==> config.mk <==
export PLATFORM = sky130hd
export DESIGN_NAME = fpu_link_host
export DESIGN_NICKNAME = d
export VERILOG_FILES = /design/src/rtl/fpu_link_host.sv
export SDC_FILE = /design/constraint.sdc
export NUM_CORES = 1
export LEC_CHECK = 0
export BUFFER_PORTS_ARGS = -buffer_cell sky130_fd_sc_hd__buf_4
export CORE_MARGIN = 3
export CORE_UTILIZATION = 42
export DETAILED_ROUTE_END_ITERATION = 8
export PLACE_DENSITY = 0.7
export SYNTH_ARGS = -nofsm -noshare
export SYNTH_HDL_FRONTEND = slang
export SYNTH_SLANG_ARGS = --single-unit
==> constraint.sdc <==
create_clock -name clock -period 1.7 [get_ports clock]
set_input_delay 0.34 -clock clock [delete_from_list [all_inputs] [get_ports clock]]
set_output_delay 0.34 -clock clock [all_outputs]
set_load 0.02 [all_outputs]
==> src/rtl/fpu_link_host.sv <==
// fpu_link_host: host-side master for the nibble-serial FPU chip pin protocol.
// Optional feature macro FPU_LINK_STATS_EN adds saturating stat_ops/stat_inv counters.
module fpu_link_host #(
   parameter int ENABLE_CYCLES = 6,
   parameter int RSP_LATENCY   = 1,
   parameter int STAT_W        = 16
) (
   input  logic              clock,
   input  logic              reset_n,
   input  logic              req_valid,
   output logic              req_ready,
   input  logic [15:0]       req_a,
   input  logic [15:0]       req_b,
   input  logic              req_op,
   output logic              rsp_valid,
   input  logic              rsp_ready,
   output logic [15:0]       rsp_data,
   output logic              rsp_flag,
   output logic [11:0]       chip_in,
   input  logic [11:0]       chip_out
`ifdef FPU_LINK_STATS_EN
   ,
   output logic [STAT_W-1:0] stat_ops,
   output logic [STAT_W-1:0] stat_inv
`endif
);

   localparam int CNT_MAX = (ENABLE_CYCLES > RSP_LATENCY) ? ENABLE_CYCLES : RSP_LATENCY;
   localparam int CNT_W   = $clog2(CNT_MAX + 1);
   localparam logic [CNT_W-1:0] SEND_LAST = CNT_W'(ENABLE_CYCLES - 1);
   localparam logic [CNT_W-1:0] WAIT_LAST = CNT_W'((RSP_LATENCY > 0) ? RSP_LATENCY - 1 : 0);

   typedef enum logic [2:0] {IDLE, SEND, WAIT, CAP_LO, CAP_HI, DONE} state_t;

   state_t           state_reg;
   logic [CNT_W-1:0] cnt_reg;
   logic [11:0]      a_sh_reg;
   logic [11:0]      b_sh_reg;
   logic             op_reg;
   logic             req_ready_reg;
   logic             rsp_valid_reg;
   logic             rsp_flag_reg;
   logic [15:0]      rsp_data_reg;
   logic [11:0]      chip_in_reg;
   logic             unused_chip_bits;

   function automatic logic [11:0] send_word(logic op, logic [3:0] b_nib, logic [3:0] a_nib);
      return {2'b00, 1'b1, op, b_nib, a_nib};
   endfunction

   function automatic logic [11:0] hold_word(logic op);
      return {3'b000, op, 8'h00};
   endfunction

   // chip_in is registered one cycle ahead: each transition loads the word for the state being entered.
   // The operand shift registers drain to zero after four nibbles, so extra enable cycles carry zeros.
   always_ff @(posedge clock or negedge reset_n) begin
      if (!reset_n) begin
         state_reg     <= IDLE;
         cnt_reg       <= '0;
         a_sh_reg      <= '0;
         b_sh_reg      <= '0;
         op_reg        <= 1'b0;
         req_ready_reg <= 1'b0;
         rsp_valid_reg <= 1'b0;
         rsp_flag_reg  <= 1'b0;
         rsp_data_reg  <= '0;
         chip_in_reg   <= '0;
      end else begin
         case (state_reg)
            IDLE: begin
               if (req_valid && req_ready_reg) begin
                  state_reg     <= SEND;
                  cnt_reg       <= '0;
                  op_reg        <= req_op;
                  a_sh_reg      <= req_a[15:4];
                  b_sh_reg      <= req_b[15:4];
                  req_ready_reg <= 1'b0;
                  chip_in_reg   <= send_word(req_op, req_b[3:0], req_a[3:0]);
               end else begin
                  req_ready_reg <= 1'b1;
                  chip_in_reg   <= '0;
               end
            end
            SEND: begin
               if (cnt_reg == SEND_LAST) begin
                  cnt_reg     <= '0;
                  chip_in_reg <= hold_word(op_reg);
                  state_reg   <= (RSP_LATENCY == 0) ? CAP_LO : WAIT;
               end else begin
                  cnt_reg     <= cnt_reg + CNT_W'(1);
                  chip_in_reg <= send_word(op_reg, b_sh_reg[3:0], a_sh_reg[3:0]);
                  a_sh_reg    <= a_sh_reg >> 4;
                  b_sh_reg    <= b_sh_reg >> 4;
               end
            end
            WAIT: begin
               if (cnt_reg == WAIT_LAST) begin
                  state_reg <= CAP_LO;
               end else begin
                  cnt_reg <= cnt_reg + CNT_W'(1);
               end
            end
            CAP_LO: begin
               rsp_data_reg[7:0] <= chip_out[7:0];
               rsp_flag_reg      <= chip_out[8];
               state_reg         <= CAP_HI;
            end
            CAP_HI: begin
               rsp_data_reg[15:8] <= chip_out[7:0];
               chip_in_reg        <= '0;
               rsp_valid_reg      <= 1'b1;
               state_reg          <= DONE;
            end
            DONE: begin
               if (rsp_ready) begin
                  rsp_valid_reg <= 1'b0;
                  req_ready_reg <= 1'b1;
                  state_reg     <= IDLE;
               end
            end
            default: begin
               state_reg   <= IDLE;
               chip_in_reg <= '0;
            end
         endcase
      end
   end

   assign req_ready        = req_ready_reg;
   assign rsp_valid        = rsp_valid_reg;
   assign rsp_data         = rsp_data_reg;
   assign rsp_flag         = rsp_flag_reg;
   assign chip_in          = chip_in_reg;
   assign unused_chip_bits = ^chip_out[11:9];

`ifdef FPU_LINK_STATS_EN
   logic       rsp_fire;
   logic [1:0] stat_inc;

   assign rsp_fire = rsp_valid_reg && rsp_ready;
   assign stat_inc = {rsp_fire & ~rsp_flag_reg, rsp_fire};

   // Index 0 counts every handshake, index 1 only those carrying an invalid result.
   for (genvar gi = 0; gi < 2; gi++) begin : g_stat
      logic [STAT_W-1:0] cnt_reg;
      always_ff @(posedge clock or negedge reset_n) begin
         if (!reset_n) begin
            cnt_reg <= '0;
         end else if (stat_inc[gi] && (cnt_reg != {STAT_W{1'b1}})) begin
            cnt_reg <= cnt_reg + STAT_W'(1);
         end
      end
   end

   assign stat_ops = g_stat[0].cnt_reg;
   assign stat_inv = g_stat[1].cnt_reg;
`endif

endmodule

# After elaboration in Yosys (flattened, before gate mapping)
# Cells that the tools add are included.
[op_classes]
addsub = 1
mul = 0
div_mod_pow = 0
order_cmp = 0
n_eq_ne = 12
shift = 0
n_mux = 23
bitwise_logic = 0
n_reduce_logical = 14
[op_table]
columns = ["cell", "count"]
rows = [
  ["$mux 12", 4],
  ["$pmux 12 s2", 2],
  ["$pmux 12 s3", 1],
  ["$mux 3", 7],
  ["$mux 10", 2],
  ["$pmux 3 s6", 1],
  ["$ne 2x2->1 const B", 6],
  ["$eq 3x3->1 const B", 3],
  ["$pmux 3 s3", 1],
  ["$eq 3x2->1 const B", 2],
  ["$logic_not 3->1", 2],
  ["$reduce_and 2->1", 3],
  ["$reduce_and 3->1", 2],
  ["$reduce_bool 2->1", 3],
  ["$pmux 1 s2", 2],
  ["$reduce_and 4->1", 1],
  ["$add 3x1->3 const B", 1],
  ["$eq 3x1->1 const B", 1],
  ["$mux 1", 3],
  ["$reduce_bool 3->1", 1],
  ["$reduce_or 3->1", 1],
  ["$logic_and 1x1->1", 1],
]
[word_totals]
regBits = 62
latchBits = 0
mem_bits_rw = 0
mem_bits_ro = 0
in_bits = 49
output_inout_bits = 31
elab_cells = 61
n_memories = 0

# Longest topological paths before layout
# Gate-level depths: netlist (run 1).
[depth]
word_depth = 3
mapped_depth = 7
mapped_depth_nobuf = 6

# Least setup slack after synthesis (run 1)
# Ideal clock, no wire load.
[synth_path]
kind = "reg2reg"
start = "reg cnt_reg[0]"
end = "reg cnt_reg[2]"
setup_ns = 0.124
t_arrival_ns = 1.506
required_ns = 1.576
slack_ns = 0.070
stages_incl_launch_ff = 7
n_path_buf = 0
synth_period_minus_slack_ns = 1.630
path_cell_list = "dfrtp_1 inv_1 ha_1 or2b_1 a21oi_1 or3_4 a211o_1"
[synth_between]
elab_chain_cells = 3
elab_cells_between_ends = 8
classes_between = "add/sub: 1; eq/ne: 2; mux: 3; reduce/logical: 2"
[synth_rtl]
columns = ["item", "line_no", "text"]
rows = [
  ["from (decl)", "36", "logic [CNT_W-1:0] cnt_reg;"],
  ["from (signal assigned)", "91", "cnt_reg <= cnt_reg + CNT_W'(1);"],
  ["from (signal assigned)", "101", "cnt_reg <= cnt_reg + CNT_W'(1);"],
  ["$add 3x1->3, or another cell as far along", "91, 101", ""],
  ["$mux 3, or another cell as far along", "98", "if (cnt_reg == WAIT_LAST) begin"],
  ["$pmux 3 s3 / $reduce_and 3->1 (equally long branches)", "--", ""],
]
# Parallel ways exist; a longest one is shown, timed or not. The select of a mux whose other input is x is not followed.
# A chain may end at the register's enable or synchronous reset.

# Worst setup path after layout (run 1)
[layout_path]
start = "reg cnt_reg[1]"
end = "reg cnt_reg[0]"
[layout_between]
elab_chain_cells = 3
elab_cells_between_ends = 6
classes_between = "eq/ne: 2; mux: 2; reduce/logical: 2"
[layout_rtl]
columns = ["item", "line_no"]
rows = [
  ["$eq 3x3->1 / $logic_not 3->1 (equally long branches)", "86, 98"],
  ["$mux 3 / $ne 2x2->1 (equally long branches)", "--"],
  ["$pmux 3 s3 / $reduce_and 3->1 (equally long branches)", "--"],
]
# Parallel ways exist; a longest one is shown, timed or not.

==> results of run 1 <==
where the power goes:
group          leakage, nW  switching (mW)  internal (mW)
logic                0.955            1.80           1.65
clock network       0.0959           0.526          0.663
registers            0.731           0.410           2.13
total                 1.78            2.74           4.44
path summary, 6_finish.rpt:
kind                                          from                        to  slack, ns
max                         cnt_reg[1]$_DFFE_PN0P_    cnt_reg[0]$_DFFE_PN0P_       0.06
min                                      req_b[14]  b_sh_reg[10]$_DFFE_PN0P_       0.23
max reg2reg                 cnt_reg[1]$_DFFE_PN0P_    cnt_reg[0]$_DFFE_PN0P_       0.06
min reg2reg                b_sh_reg[0]$_DFFE_PN0P_    chip_in[4]$_DFFE_PN0N_       0.47
max in group asynchronous                  reset_n   b_sh_reg[5]$_DFFE_PN0P_       0.81
min in group asynchronous                  reset_n    chip_in[4]$_DFFE_PN0N_       0.40
worst max-delay path, stage by stage (launching register included):
cell,delay (ns)
dfrtp_1,0.40
inv_1,0.09
ha_1,0.13
or2b_1,0.24
buf_4,0.15
a22oi_4,0.16
nor2_1,0.09
mux2_2,0.26
cell usage in the layout, fill, tap and decap left out, types with 2 or more instances in the layout:
cell type  Yosys  layout
buf_4          6      87
dfrtp_1       60      59
nand2_1       22      21
a21oi_1       20      20
nor2_1        19      19
mux2_2        19      19
mux2i_1       16      16
clkbuf_8       0       9
a22oi_1        8       8
a22o_1         8       8
inv_1          5       5
ha_1           3       3
clkinv_2       0       3
nor2b_2        1       2
o21ai_0        2       2
nor4b_1        2       2
nand3_1        2       2
conb_1         1       2
routing by layer:
layer | vias up | GRT usage
li1 | 963 | -
met1 | 957 | 0.214
met2 | 67 | 0.261
met3 | 9 | 0.0423
met4 | 0 | 0.0748
met5 | - | 0
layout make-up:
class / instances / area [µm²] / share of cell area
Clock buffer: 10 / 128 / 0.0357
Clock inverter: 5 / 53.8 / 0.0151
Inverter: 6 / 25.0 / 0.00700
Multi-Input combinational cell: 145 / 1090 / 0.305
Sequential cell: 60 / 1500 / 0.420
Tap cell: 75 / 93.8 / 0.0263
Timing Repair Buffer: 89 / 683 / 0.191
stage by stage:
step	util	hold WS [ns]	setup WS (ns)	area, µm²
6_report	0.590	0.229	0.0626	3570
5_1_grt	0.590	0.224	-0.00158	3570
4_1_cts	0.588	0.204	0.0195	3560
3_5_place_dp	0.552	0.181	-0.00115	3350
3_3_place_gp	0.552	0.180	0.0508	3350
2_1_floorplan	-	0.0444	0.0699	2700
cell families after synthesis:
logic type               count (synthesis)  share of synthesized area
AO/OA/AOI/OAI                           47                      0.123
multiplexers                            36                      0.144
other                                    1                    0.00139
buffers and inverters                   19                     0.0506
adder cells (fa/ha/maj)                  3                     0.0139
AND/OR/NAND/NOR                         57                      0.110
flip-flops                              60                      0.557
what timing repair did:
item,in CTS,in global routing
setup buffers,1,1
hold buffers,1,0
endpoints found under the setup margin,5,17
pin swaps,0,3
hold endpoints to repair,9,0
gates resized for setup,2,3
==> results.toml, run 1 <==
[floorplan]
fp-row-count = 28
die-area_mm2 = 0.00742
start_util = 0.445
die_w_um = 86.1
dieHeight_um = 86.1
ios = 80
coreArea_mm2 = 0.00606

[detailed_routing]
via_per_inst = 5.12
wire_per_inst_um = 14.6
vias = 1996
dr.pass1.iters = 4
drt-total-wl_mm = 5.69
ant_nets = 0
drt_iter0_markers = 139
wl_met1_mm = 2.45
post-route-drc-count = 0
dr.max_layer_used = "met4"
wl_met2_mm = 2.80
wl_met3_um = 346

[clocking]
cts_tree = "yes"
clk_pin_slew_worst_paths_ns = 0.07
root_buffer = "clkbuf_8"
cts.sinks = 60
insertion_delay_ns = 0.33
h-tree-depth = 3
cts.path.max_buffers = 2
cts-buffers-inserted = 9

[synthesis]
synth_area_leader_cell = "dfrtp_1"
async_flop_share = 1.00
ys_ff_latch = 60
yosysTopAreaCellShare = 0.557
yosysUniqueCellTypes = 40
synthTopCellsByCount = "dfrtp_1 (60), nand2_1 (22), a21oi_1 (20), mux2_2 (19), nor2_1 (19)"
ys.warnings.count = 0
synth_ff_type = "dfrtp_1"
syn_area_mm2 = 0.00270
synthTopCellsByArea = "dfrtp_1 (56%), mux2_2 (7.9%), mux2i_1 (5.9%)"
synth.avg_cell_area_um2 = 12.1
ys_seq_area_frac = 0.557
synth_edf_count = 0
synth_most_common_cell = "dfrtp_1"
synthCells = 223

[sta]
fin_tns_setup_ns = 0
setup_viol = 0
clock_skew_ns = 0.00814
max_freq_mhz = 611
drv_slew = 0
period_minus_slack_ns = 1.64
finalHoldViolCount = 0
fin_crit_sh = 0.963

[cells_and_area]
largest_reg_flops = 16
fin_cells = 390
drive_gt1_frac = 0.438
n_fill_cell = 520
synthToLayoutAreaGrowth_pct = 32.6
diodes = 0
final_nets = 363

[power]
peakVddDrop_mv = 1.22
totalPowerFinal_mw = 7.18
p_leak_nw = 1.78
powerDensity_mw_per_mm2 = 2010

[worst_setup_path]
cp-end-kind = "register"
critPathArrivalTime_ns = 1.85
path_max_fanout = 3
cp-start-kind = "register"
critPathRequiredTime_ns = 1.92
reg2reg_depth = 7
crit_type = "reg -> reg"

[grt]
grt_pass1_wl_mm = 9.59
antenna_found_initial = 0
grt_pass1_vias = 2065
grt_max_degree = 52
gr-total-overflow = 0
track_usage = 0.166

[status]
outcome = "completed"

[placement]
dp.cells = 372
hpwl_mm = 4.06
io_buffers = 74
gp_congestion = 0.801

[worst_hold_path]
hold_path_depth = 2
hold_class = "in -> reg"

[run]
cap_violations = 0
Power figures use the tool's default switching activity.
==> run 2: changes to the inputs <==
==> config.mk (replaced) <==
export PLATFORM = sky130hd
export DESIGN_NAME = fpu_link_host
export DESIGN_NICKNAME = d
export VERILOG_FILES = /design/src/rtl/fpu_link_host.sv
export SDC_FILE = /design/constraint.sdc
export NUM_CORES = 1
export LEC_CHECK = 0
export ABC_AREA = 1
export BUFFER_PORTS_ARGS = -buffer_cell sky130_fd_sc_hd__clkbuf_2
export CORE_MARGIN = 3
export CORE_UTILIZATION = 42
export DETAILED_ROUTE_END_ITERATION = 8
export GPL_TIMING_DRIVEN = 0
export PLACE_DENSITY = 0.69
export SYNTH_ARGS = -nofsm -noshare
export SYNTH_HDL_FRONTEND = slang
export SYNTH_SLANG_ARGS = --single-unit
==> run 2 against run 1 <==
Against the previous run: worst setup slack better by 0.22 ns; sequential share of layout area down 0.47 points; area after synthesis up 9.9%; first-iteration DRC count down 41%; global-route usage down 0.30 points; clock skew about the same; utilization down 4.3 points; critical path type unchanged; highest routed layer unchanged.
==> results.toml, run 2 <==
[status]
outcome = "completed"

[grt]
grt_max_degree = 61
gr-total-overflow = 0
antenna_found_initial = 0
grt_pass1_wl_mm = 10.6
track_usage = 0.163
grt_pass1_vias = 2292

[power]
peakVddDrop_mv = 1.03
powerDensity_mw_per_mm2 = 1960
p_leak_nw = 1.89

[synthesis]
syn_area_mm2 = 0.00296
async_flop_share = 1.00
yosysTopAreaCellShare = 0.507
synthTopCellsByArea = "dfrtp_1 (51%), nand2_1 (11%), o21ai_2 (7.1%)"
synthTopCellsByCount = "nand2_1 (89), dfrtp_1 (60), inv_1 (43), o21ai_0 (30), o21ai_2 (24)"
ys_seq_area_frac = 0.507
synth_most_common_cell = "nand2_1"
synthCells = 318
synth.avg_cell_area_um2 = 9.32
synth_area_leader_cell = "dfrtp_1"
ys.warnings.count = 0
yosysUniqueCellTypes = 31
synth_ff_type = "dfrtp_1"
ys_ff_latch = 60
synth_edf_count = 0

[cells_and_area]
drive_gt1_frac = 0.373
diodes = 0
multi_input_area_mm2 = 0.00112
n_fill_cell = 624
largest_reg_flops = 16
final_util = 0.547
layout_commonest_cell = "nand2_1"
final_cell_mix = "nand2_1 (89), clkbuf_2 (73), dfrtp_1 (60)"
synthToLayoutAreaGrowth_pct = 21.9
seq_area_mm2 = 0.00150
final_nets = 456

[detailed_routing]
post-route-drc-count = 0
ant_nets = 0
via_per_inst = 4.48
drt-total-wl_mm = 6.08
drt_iter0_markers = 82
wire_per_inst_um = 12.2
dr.pass1.iters = 4
vias = 2239

[clocking]
cts_tree = "yes"
h-tree-depth = 3
insertion_delay_ns = 0.32
cts-buffers-inserted = 9
root_buffer = "clkbuf_8"
cts.path.max_buffers = 2
cts_setup_buffers = 0
clk_pin_slew_worst_paths_ns = 0.07
cts.sinks = 60
cts-hold-fix-buffers = 0
cts_resized = 0

[placement]
hpwl_mm = 4.46
gp_congestion = 0.835
io_buffers = 74

[sta]
fin_tns_setup_ns = 0
max_slew.worst_pin.slew_ns = 0.805
fin_crit_sh = 0.836
relSlewSlack = 0.463
finalHoldViolCount = 0
setup_viol = 0
max_freq_mhz = 704
clock_skew_ns = 0.00819
drv_slew = 0
period_minus_slack_ns = 1.42
grt_setup_unrepaired = "false"

[floorplan]
fp-row-count = 29
dieHeight_um = 90.0
start_util = 0.449
die_w_um = 90.0
ios = 80
die-area_mm2 = 0.00810
coreArea_mm2 = 0.00660

[worst_setup_path]
path_max_fanout = 10
crit_type = "reg -> reg"
crit_chain = "buf_6 > nor2_8 > nand2_4 > buf_2 > o21ai_0 > nand2_1 > o21ai_2"
cp_top_family = "simple AND/OR/NAND/NOR gates"
cp-start-kind = "register"
reg2reg_slack_ns = 0.28
cp_slowest_cell = "dfrtp_1"
timing.rr.start = "state_reg[1]$_DFFE_PN0P_"
critPathArrivalTime_ns = 1.67
worst-path-stages = 7
critPathMaxStageDelay_ns = 0.37
critPathBufInv = 2
reg2reg_depth = 7
critPathRequiredTime_ns = 1.95
timing.rr.end = "a_sh_reg[0]$_DFFE_PN0P_"
cp-end-kind = "register"

[run]
cap_violations = 0

[worst_hold_path]
hold_class = "in -> async"
run 2: worst max-delay path by stage:
stage,from,to
after floorplan,cnt_reg[0]$_DFFE_PN0P_,state_reg[0]$_DFFE_PN0P_
after global placement,reset_n,rsp_data[2]$_DFFE_PN0N_
after detailed placement,cnt_reg[1]$_DFFE_PN0P_,state_reg[0]$_DFFE_PN0P_
after CTS,cnt_reg[1]$_DFFE_PN0P_,state_reg[0]$_DFFE_PN0P_
after global routing,state_reg[0]$_DFFE_PN0P_,rsp_data[15]$_DFFE_PN0P_
final,state_reg[1]$_DFFE_PN0P_,a_sh_reg[0]$_DFFE_PN0P_
run 2: metal layers:
metal | part of all wire | vias up | track usage | wire [µm]
li1 | - | 1166 | - | -
met1 | 0.48 | 1001 | 0.214 | 2900
met2 | 0.45 | 62 | 0.251 | 2720
met3 | 0.057 | 10 | 0.0501 | 344
met4 | 0.018 | 0 | 0.0651 | 112
met5 | 0 | - | 0 | 0
run 2: area by class of cell:
class | instances | area share
sequential | 60 | 0.416
multi-input combinational | 197 | 0.311
timing repair buffer | 74 | 0.103
inverter | 46 | 0.0485
buffer | 16 | 0.0457
clock buffer | 11 | 0.0391
tap | 93 | 0.0322
clock inverter | 3 | 0.00416
run 2: cells by family (layout without fill, tap and decap cells):
logic type               after synthesis  after routing  share of synthesized area
AND/OR/NAND/NOR                      119            119                      0.195
flip-flops                            60             60                      0.507
adder cells (fa/ha/maj)                3              3                     0.0127
XOR/XNOR                               1              1                    0.00296
other                                  1              2                    0.00127
multiplexers                           1              1                    0.00380
buffers and inverters                 62            150                      0.115
AO/OA/AOI/OAI                         71             71                      0.163
run 2: power by group:
group          switching [mW]  leakage [nW]  internal [mW]
Sequential              0.280         0.755           2.09
Combinational            2.29          1.05           1.35
Clock                   0.508        0.0848          0.545
Total                    3.08          1.89           3.99
run 2: worst register-to-register path, stage by stage, from the launching register on:
cell and delay (ns):
dfrtp_1 0.37, buf_6 0.15, nor2_8 0.17, nand2_4 0.11, buf_2 0.20, o21ai_0 0.19
nand2_1 0.10, o21ai_2 0.06
run 2: stage by stage:
| stage | cell area (µm²) | worst slack (ns) | power [mW] | instances | hold WS [ns] |
|---|---|---|---|---|---|
| 4_1_cts | 3610 | 0.263 | 7.15 | 500 | 0.158 |
| 3_5_place_dp | 3460 | 0.284 | 6.07 | 486 | 0.472 |
| 6_report | 3610 | 0.279 | 7.06 | 500 | 0.135 |
| 2_1_floorplan | 2970 | 0.431 | 5.15 | 319 | 0.0444 |
| 5_1_grt | 3610 | 0.136 | 7.67 | 500 | 0.192 |
| 3_3_place_gp | 3450 | 0.00773 | 5.97 | 486 | 0.469 |
==> run 3: changes to the inputs <==
--- a/config.mk
+++ b/config.mk
@@ -11,7 +11,7 @@
 export CORE_UTILIZATION = 42
 export DETAILED_ROUTE_END_ITERATION = 8
 export GPL_TIMING_DRIVEN = 0
-export PLACE_DENSITY = 0.69
+export PLACE_DENSITY = 0.66
 export SYNTH_ARGS = -nofsm -noshare
 export SYNTH_HDL_FRONTEND = slang
 export SYNTH_SLANG_ARGS = --single-unit
==> constraint.sdc (replaced) <==
create_clock -name clock -period 1.4 [get_ports clock]
set_input_delay 0.28 -clock clock [delete_from_list [all_inputs] [get_ports clock]]
set_output_delay 0.28 -clock clock [all_outputs]
set_load 0.02 [all_outputs]
==> run 3 against run 2 <==
Against the previous run: the run now ends with negative setup slack left; non-clock buffer count rose by 6; flip-flop and latch count did not move; combinational power rose by 37%; clock-buffer cell count rose by 1; hold slack got worse by 0.077 ns; clock skew fell by 0.0020 ns; power rose by 32%; clock power rose by 37%; utilization rose by 3.1 points; fmax rose by 1.2%; cell count rose by 1.6%; largest cell class unchanged.
==> results.toml, run 3 (synthesis results as in run 2) <==
[cells_and_area]
drive_gt1_frac = 0.417
synthToLayoutAreaGrowth_pct = 28.8
largest_reg_flops = 16
diodes = 0
final_nets = 462
layout_commonest_cell = "nand2_1"
final_cell_mix = "nand2_1 (84), clkbuf_2 (73), dfrtp_1 (59)"
fin_cells = 508

[detailed_routing]
ant_nets = 0
via_per_inst = 4.56
post-route-drc-count = 0
drt-total-wl_mm = 6.39
dr.pass1.iters = 4
wire_per_inst_um = 12.6
vias = 2315
drt_iter0_markers = 65

[sta]
setup_viol = 2
max_freq_mhz = 712
fin_crit_sh = 1.00
drv_slew = 0
holdWs_ns = 0.0577
relSlewSlack = 0.452
max_slew.worst_pin.slew_ns = 0.822
clock_skew_ns = 0.00619
grt_setup_unrepaired = "true"
period_minus_slack_ns = 1.40
fin_ws_ns = -0.00382
finalHoldViolCount = 0

[clocking]
clk_pin_slew_worst_paths_ns = 0.07
cts-hold-fix-buffers = 0
cts-buffers-inserted = 9
insertion_delay_ns = 0.34
h-tree-depth = 3
cts_tree = "yes"
cts.path.max_buffers = 2
root_buffer = "clkbuf_8"
cts.sinks = 60

[placement]
dp.cells = 486
hpwl_mm = 4.58
gp_congestion = 0.764
io_buffers = 74

[grt]
gr-total-overflow = 0
grt_pass1_vias = 2320
track_usage = 0.166
grt_max_degree = 61
antenna_found_initial = 0
grt_pass1_wl_mm = 10.9

[floorplan]
ios = 80
coreArea_mm2 = 0.00660
die-area_mm2 = 0.00810
start_util = 0.449
dieHeight_um = 90.0
die_w_um = 90.0
fp-row-count = 29

[worst_setup_path]
critPathMaxStageDelay_ns = 0.48
cp-startpoint = "state_reg[2]$_DFFE_PN0P_"
cp-start-kind = "register"
cp_slowest_cell = "dfrtp_2"
crit_type = "reg -> reg"
crit_chain = "nor2_8 > nand2_4 > nor2_4 > inv_4 > nand2_8 > buf_8 > nand2_1 > o21ai_2"
path_max_fanout = 5
reg2reg_slack_ns = -0.004
timing.rr.start = "state_reg[2]$_DFFE_PN0P_"
cp-end-kind = "register"
critPathArrivalTime_ns = 1.67
critPathRequiredTime_ns = 1.66

[status]
violations = "negative setup slack"
outcome = "finished with violations"

[run]
cap_violations = 0

[power]
peakVddDrop_mv = 1.07
totalPowerFinal_mw = 9.34
p_leak_nw = 1.99
powerDensity_mw_per_mm2 = 2450

[worst_hold_path]
hold_class = "in -> async"
[run 3: per-stage QoR]
step           worst slack, ns   util  setup TNS (ns)  instance area [µm²]
2_1_floorplan            0.131      -               0                 2970
3_3_place_gp            -0.258  0.523          -15.40                 3450
3_5_place_dp          -0.00849  0.523        -0.00942                 3460
4_1_cts                0.00123  0.552               0                 3650
5_1_grt                -0.0556  0.578           -1.01                 3810
6_report              -0.00382  0.578        -0.00747                 3810
[run 3: layout make-up]
class | count | area, µm²
clock inverters | 4 | 22.5
fillers | 637 | 2790
flip-flops and latches | 60 | 1500
well taps | 93 | 116
repair buffers | 80 | 448
plain buffers | 16 | 190
inverters | 46 | 178
clock buffers | 12 | 165
multi-input cells | 197 | 1190
[run 3: timing repair]
action / in CTS / in global routing
buffers inserted: 0 / 5
pin swaps: 0 / 4
endpoints found under the setup margin: 4 / 39
gates resized for setup: 2 / 29
hold endpoints to repair: 0 / 0
cloned: 0 / 1
[run 3: layer usage]
layer	GRT usage	share of wire	up-vias
li1	-	-	1174
met1	0.218	0.46	1074
met2	0.265	0.48	57
met3	0.0376	0.046	10
met4	0.0753	0.018	0
met5	0	0	-
[run 3: worst paths after layout]
path / endpoint / cells past startpoint
worst min-delay path: b_sh_reg[9]$_DFFE_PN0P_ / 1
max in group asynchronous: state_reg[2]$_DFFE_PN0P_ / 1
worst max register to register: b_sh_reg[7]$_DFFE_PN0P_ / 8
min in group clock: a_sh_reg[11]$_DFFE_PN0P_ / 3
worst max-delay path: b_sh_reg[7]$_DFFE_PN0P_ / 8
worst min register to register: rsp_data[7]$_DFFE_PN0N_ / 2
[run 3: critical path: cells and delay by family (launching register included)]
kind | cells | cell delay [ns]
buf+inv | 2 | 0.20
flops | 1 | 0.48
simple gates | 5 | 0.58
compound gates | 1 | 0.06
[run 3: power breakdown]
group	leakage (nW)	internal [mW]	switching, mW
registers	0.754	2.54	0.359
clock network	0.0982	0.777	0.658
logic	1.14	2.01	3.00
total	1.99	5.32	4.02
